[src/rtl/pool_sequencer.sv]
// Pooling-pass sequencer: streams a feature map from the input buffer into the pooler,
// absorbing pooler stalls, and writes every pooled result to the output buffer.
module pool_sequencer #(
    parameter int unsigned DATA_W  = 32,
    parameter int unsigned MAP_W   = 12,
    parameter int unsigned MAP_H   = 12,
    parameter int unsigned POOL    = 2,
    parameter int unsigned ADDR_W  = 8,
    parameter int unsigned TIMEOUT = 64
) (
    input  logic              clk,
    input  logic              master_rst_n,
    input  logic              start,
    output logic              busy,
    output logic              done,
    output logic              err,
    output logic              rd_en,
    output logic [ADDR_W-1:0] rd_addr,
    input  logic [DATA_W-1:0] rd_data,
    output logic              pool_rst,
    output logic              pool_ce,
    output logic [DATA_W-1:0] pool_data,
    input  logic              pause_inputs,
    input  logic              valid_op,
    input  logic [DATA_W-1:0] data_out,
    input  logic              end_op,
    output logic              wr_en,
    output logic [ADDR_W-1:0] wr_addr,
    output logic [DATA_W-1:0] wr_data
);

    localparam int unsigned NUM_IN  = MAP_W * MAP_H;
    localparam int unsigned NUM_OUT = (MAP_W / POOL) * (MAP_H / POOL);
    // One spare bit so a counter can hold the full count even when it equals 2**ADDR_W.
    localparam int unsigned CW = ADDR_W + 1;
    localparam int unsigned WW = $clog2(TIMEOUT + 1);

    localparam logic [CW-1:0] IN_TOTAL  = CW'(NUM_IN);
    localparam logic [CW-1:0] IN_LAST   = CW'(NUM_IN - 1);
    localparam logic [CW-1:0] OUT_TOTAL = CW'(NUM_OUT);
    localparam logic [WW-1:0] WD_LIMIT  = WW'(TIMEOUT - 1);

    typedef enum logic [2:0] {StIdle, StClear, StStream, StDrain, StFin} state_e;

    state_e state_q, state_d;

    logic [CW-1:0]     rd_cnt_q, pres_cnt_q, out_cnt_q;
    logic [CW-1:0]     out_next;
    logic              inflight_q;
    logic              hold_valid_q;
    logic [DATA_W-1:0] hold_q;
    logic [WW-1:0]     wd_q, wd_d;
    logic              pass_ok_q;
    logic              take_out;
    logic              wr_en_q;
    logic [ADDR_W-1:0] wr_addr_q;
    logic [DATA_W-1:0] wr_data_q;

    assign take_out = valid_op && (state_q == StStream || state_q == StDrain);
    assign out_next = out_cnt_q + CW'(take_out);

    always_ff @(posedge clk or negedge master_rst_n) begin
        if (!master_rst_n) begin
            state_q <= StIdle;
        end else begin
            state_q <= state_d;
        end
    end

    always_comb begin
        state_d = state_q;
        unique case (state_q)
            StIdle: begin
                if (start) state_d = StClear;
            end
            StClear: state_d = StStream;
            StStream: begin
                if (end_op) begin
                    state_d = StFin;
                end else if (pool_ce && pres_cnt_q == IN_LAST) begin
                    state_d = StDrain;
                end
            end
            StDrain: begin
                if (end_op) begin
                    state_d = StFin;
                end else if (!take_out && wd_q == WD_LIMIT) begin
                    state_d = StFin;
                end
            end
            StFin:   state_d = StIdle;
            default: state_d = StIdle;
        endcase
    end

    always_comb begin
        busy      = (state_q == StClear) || (state_q == StStream) || (state_q == StDrain);
        done      = (state_q == StFin) && pass_ok_q;
        err       = (state_q == StFin) && !pass_ok_q;
        pool_rst  = (state_q == StClear);
        rd_en     = (state_q == StStream) && (rd_cnt_q < IN_TOTAL) && !pause_inputs;
        rd_addr   = rd_en ? rd_cnt_q[ADDR_W-1:0] : '0;
        // The held word and a fresh in-flight word never coexist: reads stop while paused.
        pool_ce   = (state_q == StStream) && !pause_inputs && (hold_valid_q || inflight_q);
        pool_data = pool_ce ? (hold_valid_q ? hold_q : rd_data) : '0;
        wr_en     = wr_en_q;
        wr_addr   = wr_addr_q;
        wr_data   = wr_data_q;
    end

    always_comb begin
        wd_d = '0;
        if (take_out) begin
            wd_d = WW'(1);
        end else if (state_q == StDrain) begin
            wd_d = wd_q + WW'(1);
        end
    end

    always_ff @(posedge clk or negedge master_rst_n) begin
        if (!master_rst_n) begin
            rd_cnt_q     <= '0;
            pres_cnt_q   <= '0;
            out_cnt_q    <= '0;
            inflight_q   <= 1'b0;
            hold_valid_q <= 1'b0;
            hold_q       <= '0;
            wd_q         <= '0;
            pass_ok_q    <= 1'b0;
            wr_en_q      <= 1'b0;
            wr_addr_q    <= '0;
            wr_data_q    <= '0;
        end else begin
            wd_q      <= wd_d;
            pass_ok_q <= (state_q == StDrain) && end_op && (out_next == OUT_TOTAL);
            wr_en_q   <= take_out;
            if (take_out) begin
                wr_addr_q <= out_cnt_q[ADDR_W-1:0];
                wr_data_q <= data_out;
            end
            if (state_q == StClear) begin
                rd_cnt_q     <= '0;
                pres_cnt_q   <= '0;
                out_cnt_q    <= '0;
                inflight_q   <= 1'b0;
                hold_valid_q <= 1'b0;
            end else begin
                rd_cnt_q   <= rd_cnt_q + CW'(rd_en);
                inflight_q <= rd_en;
                out_cnt_q  <= out_next;
                if (pool_ce) pres_cnt_q <= pres_cnt_q + CW'(1);
                if (state_q == StStream && inflight_q && pause_inputs) begin
                    hold_q       <= rd_data;
                    hold_valid_q <= 1'b1;
                end else if (pool_ce && hold_valid_q) begin
                    hold_valid_q <= 1'b0;
                end
            end
        end
    end

endmodule

[config.mk]
export PLATFORM = sky130hd
export DESIGN_NAME = pool_sequencer
export DESIGN_NICKNAME = d
export VERILOG_FILES = /design/src/rtl/pool_sequencer.sv
export SDC_FILE = /design/constraint.sdc
export NUM_CORES = 1
export LEC_CHECK = 0
export BUFFER_PORTS_ARGS = -buffer_cell sky130_fd_sc_hd__clkbuf_2
export CORE_UTILIZATION = 43
export CTS_CLUSTER_DIAMETER = 40
export DETAILED_ROUTE_END_ITERATION = 10
export PLACE_DENSITY_LB_ADDON = 0.12
export SYNTH_ARGS = -nofsm -noshare
export SYNTH_HDL_FRONTEND = slang
export SYNTH_SLANG_ARGS = --single-unit
[constraint.sdc]
create_clock -name clk -period 5.1 [get_ports clk]
set_clock_uncertainty 0.1 [all_clocks]
set_input_delay 1.02 -clock clk [delete_from_list [all_inputs] [get_ports clk]]
set_output_delay 1.02 -clock clk [all_outputs]
set_load 0.005 [all_outputs]
==> metrics.txt, run 1 <==
# TYPE chip_impl_metric gauge
chip_impl_metric{name="crit_path_max_fanout",unit=""} 9
chip_impl_metric{name="power_density",unit="nW/µm²"} 486
chip_impl_metric{name="route.detailed.vias_per_inst",unit=""} 5.02
chip_impl_metric{name="post_drt_wl_per_cell",unit="µm"} 14.0
chip_impl_metric{name="tightest_slew",unit="ns"} 1.00
chip_impl_metric{name="cts.path.max_buffers",unit=""} 2
chip_impl_metric{name="post_synth_num_cell_types",unit=""} 36
chip_impl_metric{name="routed_wl",unit="µm"} 10400
chip_impl_metric{name="area_of_the_placeable_core",unit="µm²"} 11600
chip_impl_metric{name="clkSlewWorstSetupHoldPaths",unit="ns"} 0.05
chip_impl_metric{name="antenna_left",unit=""} 0
chip_impl_info{name="run_status",value="finished, violations left"} 1
chip_impl_metric{name="cts.sinks",unit=""} 113
chip_impl_info{name="synth_top_area_cell",value="dfrtp_1"} 1
chip_impl_metric{name="area_growth",unit="%"} 28.4
chip_impl_info{name="mostFrequentLayoutCell",value="clkbuf_2"} 1
chip_impl_metric{name="timing.max_slew.rel_slack",unit=""} 0.333
chip_impl_metric{name="htree_levels",unit=""} 4
chip_impl_metric{name="report.final.hold_viol_count",unit=""} 0
chip_impl_metric{name="vdd.ir_drop.worst",unit="mV"} 0.314
chip_impl_metric{name="boundaryPins",unit=""} 157
chip_impl_info{name="clock-root-buffer",value="clkbuf_16"} 1
chip_impl_metric{name="drv_cap",unit=""} 0
chip_impl_metric{name="rows",unit=""} 39
chip_impl_metric{name="detailedRoute.firstIterationViolations",unit=""} 121
chip_impl_metric{name="netlist_instances",unit=""} 427
chip_impl_metric{name="final_layout_size_suffix_gt1_frac",unit=""} 0.452
chip_impl_metric{name="cp.arrival",unit="ns"} 2.62
chip_impl_metric{name="detailroute.via_count",unit=""} 3727
chip_impl_metric{name="last_weighted_congestion_value_of_the_routability_driven_placer",unit=""} 0.746
chip_impl_metric{name="final_cells",unit=""} 742
chip_impl_metric{name="gr-usage-all-layers",unit=""} 0.180
chip_impl_metric{name="port-buffer-count",unit=""} 156
chip_impl_metric{name="placed_cells",unit=""} 710
chip_impl_metric{name="synth-edff-count",unit=""} 0
chip_impl_metric{name="yosys.area.top_type_share",unit=""} 0.549
chip_impl_metric{name="post-route-period-util",unit=""} 0.733
chip_impl_metric{name="cp_required",unit="ns"} 3.98
chip_impl_info{name="critical_path.startpoint_type",value="input port"} 1
chip_impl_info{name="ys_top_cells_by_area",value="dfrtp_1 (55%), mux2_2 (16%), mux2i_1 (7.2%), nor2_1 (4.4%), xor2_1 (2.0%)"} 1
chip_impl_metric{name="setup_ws",unit="ns"} 1.36
chip_impl_metric{name="synth-warning-count",unit=""} 0
chip_impl_metric{name="drt-pass1-iter-count",unit=""} 9
chip_impl_metric{name="seq_area_frac_synth",unit=""} 0.549
chip_impl_metric{name="cts_inserted_buffers",unit=""} 17
chip_impl_info{name="dominantRegCellSynth",value="dfrtp_1"} 1
chip_impl_metric{name="start_util",unit=""} 0.445
chip_impl_metric{name="final_nets",unit=""} 663
chip_impl_metric{name="grt_remaining_overflow",unit=""} 0
chip_impl_metric{name="die_area",unit="µm²"} 12400
chip_impl_metric{name="clock_insertion_delay_worst_skew",unit="ns"} 0.40
chip_impl_info{name="most-common-layout-cells",value="clkbuf_2 (155), dfrtp_1 (112), mux2_2 (72), nor2_1 (60), mux2i_1 (37)"} 1
chip_impl_info{name="rsz0062_at_grt",value="false"} 1
chip_impl_info{name="setup.worst_path.end_class",value="primary output"} 1
chip_impl_metric{name="pre_cts_ws",unit="ns"} 1.34
chip_impl_metric{name="netlist_area",unit="µm²"} 5150
chip_impl_metric{name="syn-num-nets",unit=""} 504
chip_impl_metric{name="maxClockFrequency",unit="GHz"} 0.267
chip_impl_metric{name="dpl.hpwl",unit="µm"} 7160
chip_impl_metric{name="final-max-slew-violation-count",unit=""} 0
chip_impl_metric{name="p_leak",unit="nW"} 3.32
chip_impl_metric{name="post-route-min-period",unit="ns"} 3.74
chip_impl_metric{name="drc",unit=""} 6
chip_impl_info{name="timing.setup.critical_path_class",value="in -> out"} 1
chip_impl_metric{name="total_power",unit="mW"} 3.21
chip_impl_info{name="hold_path.class",value="reg -> reg"} 1
chip_impl_metric{name="chipWidth",unit="µm"} 111
chip_impl_info{name="cts_tree",value="done"} 1
chip_impl_metric{name="cts_setup_buffers",unit=""} 0
chip_impl_metric{name="postSynthRegisterBits",unit=""} 113
chip_impl_metric{name="holdBufCountCts",unit=""} 0
chip_impl_metric{name="grt_antenna_before_repair",unit=""} 0
chip_impl_metric{name="grt_start_max_net_pins",unit=""} 75
chip_impl_info{name="violations",value="design-rule violations"} 1
chip_impl_metric{name="dieHeight",unit="µm"} 111
chip_impl_metric{name="antenna-diode-count",unit=""} 0
chip_impl_metric{name="final_sum_of_negative_setup_slack",unit="ns"} 0
chip_impl_metric{name="first_global_vias",unit=""} 3720
chip_impl_metric{name="cts_repair_resize_count",unit=""} 0
chip_impl_metric{name="wire_length_of_the_first_global_routing_pass",unit="µm"} 17800
chip_impl_metric{name="fillerInstances",unit=""} 1025
chip_impl_metric{name="synthArstFlopShare",unit=""} 1.00
chip_impl_metric{name="finalSetupViolations",unit=""} 0
chip_impl_metric{name="postSynthAreaPerCell",unit="µm²"} 12.1
[cell families after synthesis]
group                      synth area share
DFF                                   0.549
buffers and inverters                0.0233
AOI/OAI and AO/OA                    0.0173
and+or+nand+nor                       0.130
muxes                                 0.229
adders and majority gates            0.0170
xor gates and xnor gates             0.0340
[critical path, cell delays in order]
cell	delay (ns)
clkbuf_2	0.09
or4b_4	0.51
nor3_1	0.56
ha_1	0.31
clkbuf_2	0.13
[report_power, final]
part / internal [mW] / switching (mW) / total [mW]
clock: 0.700 / 0.387 / 1.09
combinational: 0.434 / 0.315 / 0.749
sequential: 1.18 / 0.199 / 1.38
total: 2.31 / 0.901 / 3.21
[metal layers]
metal | wire length, µm | vias up | track usage
met4 | 76 | 0 | 0.0694
met1 | 4670 | 1833 | 0.222
met3 | 564 | 7 | 0.0659
li1 | - | 1797 | -
met5 | 0 | - | 0
met2 | 5090 | 90 | 0.288
[synthesized netlist by cell type (5+ instances only)]
cell type	instances
xor2_1	12
nand2_1	16
ha_1	7
nor3_1	6
buf_1	5
nor2_1	60
and2_1	12
inv_1	6
nand3_1	19
buf_2	6
clkbuf_1	6
mux2i_1	37
and3_1	6
xnor2_1	8
dfrtp_1	113
mux2_2	72
[layout make-up]
cell class | count | area (µm²) | area share
Inverter | 7 | 26.3 | 0.00397
Multi-Input combinational cell | 288 | 2210 | 0.335
Sequential cell | 113 | 2830 | 0.428
Clock inverter | 11 | 87.6 | 0.0132
Clock buffer | 21 | 470 | 0.0712
Tap cell | 143 | 179 | 0.0271
Timing Repair Buffer | 159 | 806 | 0.122
[per-stage QoR]
stage	hold slack, ns	cell area (µm²)	utilization
6_report	0.378	6610	0.572
5_1_grt	0.407	6610	0.572
4_1_cts	0.384	6610	0.572
3_5_place_dp	0.378	6050	0.523
3_3_place_gp	0.366	6050	0.523
2_1_floorplan	0.346	5150	-
[registers in the layout (all words and copies together) (netlist names)]
name	count
hold_q	32
wr_addr	8
pass_ok_q	1
out_cnt_q	9
hold_valid_q	1
inflight_q	1
pres_cnt_q	9
wr_en	1
wd_q	7
wr_data	32
state_q	3
rd_cnt_q	9
[path summary, 6_finish.rpt]
check | startpoint | slack [ns] | depth (start not counted) | to
setup / recovery | pause_inputs | 1.36 | 5 | rd_addr[0]
max in group asynchronous | master_rst_n | 3.18 | 2 | hold_q[16]
setup reg to reg | state_q[0] | 2.12 | 8 | rd_cnt_q[6]
hold reg to reg | pres_cnt_q[8] | 0.38 | 1 | pres_cnt_q[8]
min in group asynchronous | master_rst_n | 0.63 | 1 | rd_cnt_q[3]
hold / removal | pres_cnt_q[8] | 0.38 | 1 | pres_cnt_q[8]
(Power assumes the default switching activity.)
==> inputs of run 2 (changes only) <==
Clock period 5.1 ns to 3 ns, I/O delays scaled along.
==> metrics.txt, run 2 (synthesis gave the netlist of run 1 again) <==
# TYPE chip_impl_metric gauge
chip_impl_metric{name="rows",unit=""} 39
chip_impl_metric{name="tightest_slew",unit="ns"} 0.711
chip_impl_metric{name="htree_levels",unit=""} 4
chip_impl_metric{name="grt_start_max_net_pins",unit=""} 55
chip_impl_metric{name="final-max-slew-violation-count",unit=""} 0
chip_impl_metric{name="cts.sinks",unit=""} 113
chip_impl_metric{name="total_power",unit="mW"} 5.63
chip_impl_metric{name="post_drt_wl_per_cell",unit="µm"} 14.4
chip_impl_info{name="run_status",value="finished, violations left"} 1
chip_impl_metric{name="timing.max_slew.rel_slack",unit=""} 0.526
chip_impl_metric{name="chipWidth",unit="µm"} 111
chip_impl_metric{name="detailroute.via_count",unit=""} 3768
chip_impl_metric{name="port-buffer-count",unit=""} 156
chip_impl_metric{name="die_area",unit="µm²"} 12400
chip_impl_metric{name="clkSlewWorstSetupHoldPaths",unit="ns"} 0.05
chip_impl_info{name="setup.worst_path.end_class",value="primary output"} 1
chip_impl_metric{name="boundaryPins",unit=""} 157
chip_impl_metric{name="crit_path_max_fanout",unit=""} 20
chip_impl_info{name="most-common-layout-cells",value="clkbuf_2 (155), dfrtp_1 (112), mux2_2 (72), nor2_1 (60), mux2i_1 (37)"} 1
chip_impl_metric{name="cp_required",unit="ns"} 2.30
chip_impl_metric{name="area_growth",unit="%"} 30.4
chip_impl_metric{name="post-route-period-util",unit=""} 0.971
chip_impl_metric{name="gr-usage-all-layers",unit=""} 0.185
chip_impl_metric{name="cts.path.max_buffers",unit=""} 2
chip_impl_metric{name="final_layout_size_suffix_gt1_frac",unit=""} 0.457
chip_impl_metric{name="drc",unit=""} 8
chip_impl_metric{name="cts_inserted_buffers",unit=""} 17
chip_impl_info{name="mostFrequentLayoutCell",value="clkbuf_2"} 1
chip_impl_metric{name="grt_antenna_before_repair",unit=""} 0
chip_impl_metric{name="antenna_left",unit=""} 0
chip_impl_metric{name="maxClockFrequency",unit="GHz"} 0.343
chip_impl_metric{name="drv_cap",unit=""} 0
chip_impl_metric{name="finalSetupViolations",unit=""} 0
chip_impl_metric{name="detailedRoute.firstIterationViolations",unit=""} 173
chip_impl_info{name="hold_path.class",value="in -> async"} 1
chip_impl_metric{name="first_global_vias",unit=""} 3769
chip_impl_metric{name="area_of_the_placeable_core",unit="µm²"} 11600
chip_impl_info{name="timing.setup.critical_path_class",value="reg -> out"} 1
chip_impl_metric{name="holdBufCountCts",unit=""} 0
chip_impl_metric{name="cp.arrival",unit="ns"} 2.21
chip_impl_metric{name="drt-pass1-iter-count",unit=""} 8
chip_impl_metric{name="vdd.ir_drop.worst",unit="mV"} 0.500
chip_impl_info{name="cts_tree",value="done"} 1
chip_impl_metric{name="start_util",unit=""} 0.445
chip_impl_metric{name="route.detailed.vias_per_inst",unit=""} 5.04
chip_impl_metric{name="clock_insertion_delay_worst_skew",unit="ns"} 0.41
chip_impl_metric{name="routed_wl",unit="µm"} 10800
chip_impl_metric{name="antenna-diode-count",unit=""} 0
chip_impl_info{name="clock-root-buffer",value="clkbuf_16"} 1
chip_impl_info{name="critical_path.startpoint_type",value="flop"} 1
chip_impl_metric{name="power_density",unit="nW/µm²"} 838
chip_impl_info{name="violations",value="design-rule violations"} 1
chip_impl_metric{name="dieHeight",unit="µm"} 111
chip_impl_metric{name="p_leak",unit="nW"} 3.38
chip_impl_metric{name="finalHoldWorstSlack",unit="ns"} 0.136
chip_impl_metric{name="grt_remaining_overflow",unit=""} 0
chip_impl_metric{name="post-route-min-period",unit="ns"} 2.91
chip_impl_metric{name="dpl.hpwl",unit="µm"} 7390
chip_impl_metric{name="report.final.hold_viol_count",unit=""} 0
chip_impl_metric{name="final_nets",unit=""} 670
chip_impl_metric{name="wire_length_of_the_first_global_routing_pass",unit="µm"} 17900
chip_impl_metric{name="last_weighted_congestion_value_of_the_routability_driven_placer",unit=""} 0.740
[run 2: through the flow]
step	worst slack, ns	std cells	utilization	cell area [µm²]	TNS (ns)
global placement	0.361	716	0.528	6110	0
floorplan	0.262	427	-	5150	0
CTS	0.00953	746	0.579	6700	0
global route	-0.00000155	747	0.581	6720	-0.00000155
detailed placement	0.330	716	0.528	6110	0
finish	0.0874	747	0.581	6720	0
[run 2: path summary, 6_finish.rpt]
kind / slack [ns] / start / to / depth (start not counted)
min in group clk: 0.31 / data_out[28] / wr_data[28] / 2
setup / recovery: 0.09 / state_q[0] / pool_data[14] / 4
max in group asynchronous: 1.96 / master_rst_n / wd_q[4] / 2
hold / removal: 0.14 / master_rst_n / rd_cnt_q[8] / 1
setup reg to reg: 0.54 / state_q[0] / rd_cnt_q[8] / 8
hold reg to reg: 0.38 / pres_cnt_q[8] / pres_cnt_q[8] / 1
[run 2: critical path, cell delays in order (launching register included)]
cell      delay [ns]
dfrtp_1         0.50
or4b_4          0.63
or2_4           0.38
nor2_1          0.16
clkbuf_2        0.13
[run 2: area by class of cell]
type	count	area, µm²
tap	143	179
multi-input combinational	289	2230
inverter	7	26.3
clock buffer	25	515
timing repair buffer	165	863
fill	1015	4850
sequential	113	2830
clock inverter	5	75.1
[run 2: timing repair]
item / CTS / global route
gates resized for setup: 0 / 2
buffers inserted: 0 / 0
setup endpoints to repair: 0 / 34
[run 2: where the power goes]
part,switching [mW],internal [mW],total (mW)
logic,0.592,0.761,1.35
clock network,0.645,1.34,1.98
registers,0.291,2.00,2.29
total,1.53,4.10,5.63
[run 2: metal layers]
metal  vias up  global-route usage  wire length [µm]
li1       1813                   -                 -
met1      1838               0.235              4870
met2       102               0.281              5080
met3        15              0.0680               610
met4         0              0.0865               188
met5         -                   0                 0
==> inputs of run 3 (changes only) <==
Settings changed: PLACE_DENSITY from default to 0.7, PLACE_DENSITY_LB_ADDON 0.12 to default.
==> metrics.txt, run 3 (synthesis gave the netlist of run 1 again) <==
# TYPE chip_impl_metric gauge
chip_impl_metric{name="placed_cells",unit=""} 716
chip_impl_metric{name="final_cells",unit=""} 747
chip_impl_info{name="timing.setup.critical_path_class",value="reg -> out"} 1
chip_impl_metric{name="grt_antenna_before_repair",unit=""} 0
chip_impl_metric{name="total_power",unit="mW"} 5.52
chip_impl_metric{name="cts.sinks",unit=""} 113
chip_impl_metric{name="first_global_vias",unit=""} 3797
chip_impl_metric{name="drt-pass1-iter-count",unit=""} 8
chip_impl_metric{name="grt_remaining_overflow",unit=""} 0
chip_impl_metric{name="final-max-slew-violation-count",unit=""} 0
chip_impl_metric{name="boundaryPins",unit=""} 157
chip_impl_metric{name="p_sw",unit="mW"} 1.55
chip_impl_metric{name="pwr-share-seq",unit=""} 0.414
chip_impl_metric{name="cell_internal_power",unit="mW"} 3.98
chip_impl_metric{name="setup_ws",unit="ns"} 0.0842
chip_impl_metric{name="dpl_cell_area",unit="µm²"} 6110
chip_impl_metric{name="holdBufCountCts",unit=""} 0
chip_impl_metric{name="detailroute.via_count",unit=""} 3759
chip_impl_metric{name="finalSetupViolations",unit=""} 0
chip_impl_info{name="violations",value="design-rule violations"} 1
chip_impl_metric{name="gr-usage-all-layers",unit=""} 0.191
chip_impl_info{name="critical_path.startpoint_type",value="flop"} 1
chip_impl_metric{name="post-route-period-util",unit=""} 0.972
chip_impl_metric{name="dpl.hpwl",unit="µm"} 7610
chip_impl_metric{name="cp.arrival",unit="ns"} 2.22
chip_impl_metric{name="cts_inserted_buffers",unit=""} 17
chip_impl_metric{name="cp_required",unit="ns"} 2.30
chip_impl_metric{name="cts_setup_buffers",unit=""} 0
chip_impl_info{name="most-common-layout-cells",value="clkbuf_2 (155), dfrtp_1 (111), mux2_2 (72), nor2_1 (60), mux2i_1 (37)"} 1
chip_impl_metric{name="vdd.ir_drop.worst",unit="mV"} 0.529
chip_impl_metric{name="post-route-min-period",unit="ns"} 2.92
chip_impl_metric{name="htree_levels",unit=""} 4
chip_impl_metric{name="tightest_slew",unit="ns"} 0.620
chip_impl_metric{name="last_weighted_congestion_value_of_the_routability_driven_placer",unit=""} 0.807
chip_impl_metric{name="p_comb_frac",unit=""} 0.247
chip_impl_metric{name="report.final.hold_viol_count",unit=""} 0
chip_impl_info{name="hold_path.class",value="in -> async"} 1
chip_impl_info{name="mostFrequentLayoutCell",value="clkbuf_2"} 1
chip_impl_metric{name="finalInstanceArea",unit="µm²"} 6660
chip_impl_metric{name="final_nets",unit=""} 669
chip_impl_metric{name="clock_power_share",unit=""} 0.338
chip_impl_metric{name="grt_start_max_net_pins",unit=""} 48
chip_impl_metric{name="route.detailed.vias_per_inst",unit=""} 5.03
chip_impl_metric{name="final_layout_size_suffix_gt1_frac",unit=""} 0.455
chip_impl_metric{name="post_drt_wl_per_cell",unit="µm"} 14.6
chip_impl_metric{name="dieHeight",unit="µm"} 111
chip_impl_info{name="cts_tree",value="done"} 1
chip_impl_metric{name="crit_path_max_fanout",unit=""} 39
chip_impl_info{name="run_status",value="finished, violations left"} 1
chip_impl_metric{name="chipWidth",unit="µm"} 111
chip_impl_metric{name="start_util",unit=""} 0.445
chip_impl_metric{name="detailedRoute.firstIterationViolations",unit=""} 216
chip_impl_metric{name="routed_wl",unit="µm"} 10900
chip_impl_metric{name="drc",unit=""} 5
chip_impl_metric{name="port-buffer-count",unit=""} 156
chip_impl_metric{name="cts.path.max_buffers",unit=""} 2
chip_impl_metric{name="wire_length_of_the_first_global_routing_pass",unit="µm"} 18700
chip_impl_metric{name="clkSlewWorstSetupHoldPaths",unit="ns"} 0.05
chip_impl_metric{name="pre_cts_ws",unit="ns"} 0.324
chip_impl_metric{name="power_density",unit="nW/µm²"} 829
chip_impl_metric{name="die_area",unit="µm²"} 12400
chip_impl_metric{name="p_leak",unit="nW"} 3.36
chip_impl_metric{name="rows",unit=""} 39
chip_impl_metric{name="timing.max_slew.rel_slack",unit=""} 0.587
chip_impl_metric{name="maxClockFrequency",unit="GHz"} 0.343
chip_impl_info{name="clock-root-buffer",value="clkbuf_16"} 1
chip_impl_metric{name="clock_insertion_delay_worst_skew",unit="ns"} 0.40
chip_impl_metric{name="area_growth",unit="%"} 29.4
chip_impl_metric{name="final_sum_of_negative_setup_slack",unit="ns"} 0
chip_impl_metric{name="antenna-diode-count",unit=""} 0
chip_impl_info{name="setup.worst_path.end_class",value="primary output"} 1
chip_impl_info{name="rsz0062_at_grt",value="false"} 1
chip_impl_metric{name="switching_share",unit=""} 0.280
chip_impl_metric{name="antenna_left",unit=""} 0
chip_impl_metric{name="drv_cap",unit=""} 0
chip_impl_metric{name="area_of_the_placeable_core",unit="µm²"} 11600
==> run 3: cell count changes in the layout (fill, tap and decap cells not counted), sizes merged <==
cell	before	now
bufinv	2	1
clkinv	4	6
or2	4	3
==> run 3: layout make-up <==
type,count,area [µm²]
fillers,985,4900
flip-flops and latches,113,2830
multi-input cells,288,2210
repair buffers,165,863
clock buffers,25,495
well taps,143,179
clock inverters,6,55.1
inverters,7,26.3
==> run 3: worst max-delay path, cell delays in order (launching register included) <==
cell and delay (ns):
dfrtp_2 0.48, or4b_4 0.57, or2_4 0.41, nor2_1 0.20, clkbuf_2 0.14
==> run 3: routing by layer <==
metal / GRT usage / part of all wire
met1: 0.237 / 0.43
met2: 0.309 / 0.50
met3: 0.0675 / 0.063
met4: 0.0676 / 0.011
met5: 0 / 0
==> run 3: final timing paths <==
kind	startpoint	endpoint	slack, ns	cells after the start
worst max-delay path	state_q[0]	pool_data[8]	0.08	4
worst min-delay path	master_rst_n	wr_data[12]	0.11	1
worst max register to register	state_q[0]	rd_cnt_q[6]	0.54	8
worst min register to register	rd_cnt_q[8]	inflight_q	0.40	1
max in group asynchronous	master_rst_n	hold_q[11]	1.96	2
min in group clk	data_out[6]	wr_data[6]	0.33	2
==> run 3: stage by stage <==
step / hold WS (ns) / utilization
floorplan: 0.204 / -
global placement: 0.366 / 0.528
detailed placement: 0.371 / 0.528
CTS: 0.124 / 0.576
global route: 0.150 / 0.576
finish: 0.106 / 0.576
==> run 3: what timing repair did <==
| action | in CTS | in global routing |
|---|---|---|
| endpoints found under the hold margin | 0 | 0 |
| endpoints found under the setup margin | 0 | 27 |
| resized for setup | 0 | 2 |
==> run 3: power groups by stage <==
| stage | Clock, mW | Sequential, mW | Combinational, mW |
|---|---|---|---|
| global route | 1.98 | 2.36 | 1.51 |
| detailed placement | 0 | 2.31 | 1.38 |
| finish | 1.87 | 2.29 | 1.37 |
| global placement | 0 | 2.28 | 1.34 |
| floorplan | 0 | 2.25 | 0.854 |
| CTS | 1.91 | 2.29 | 1.39 |
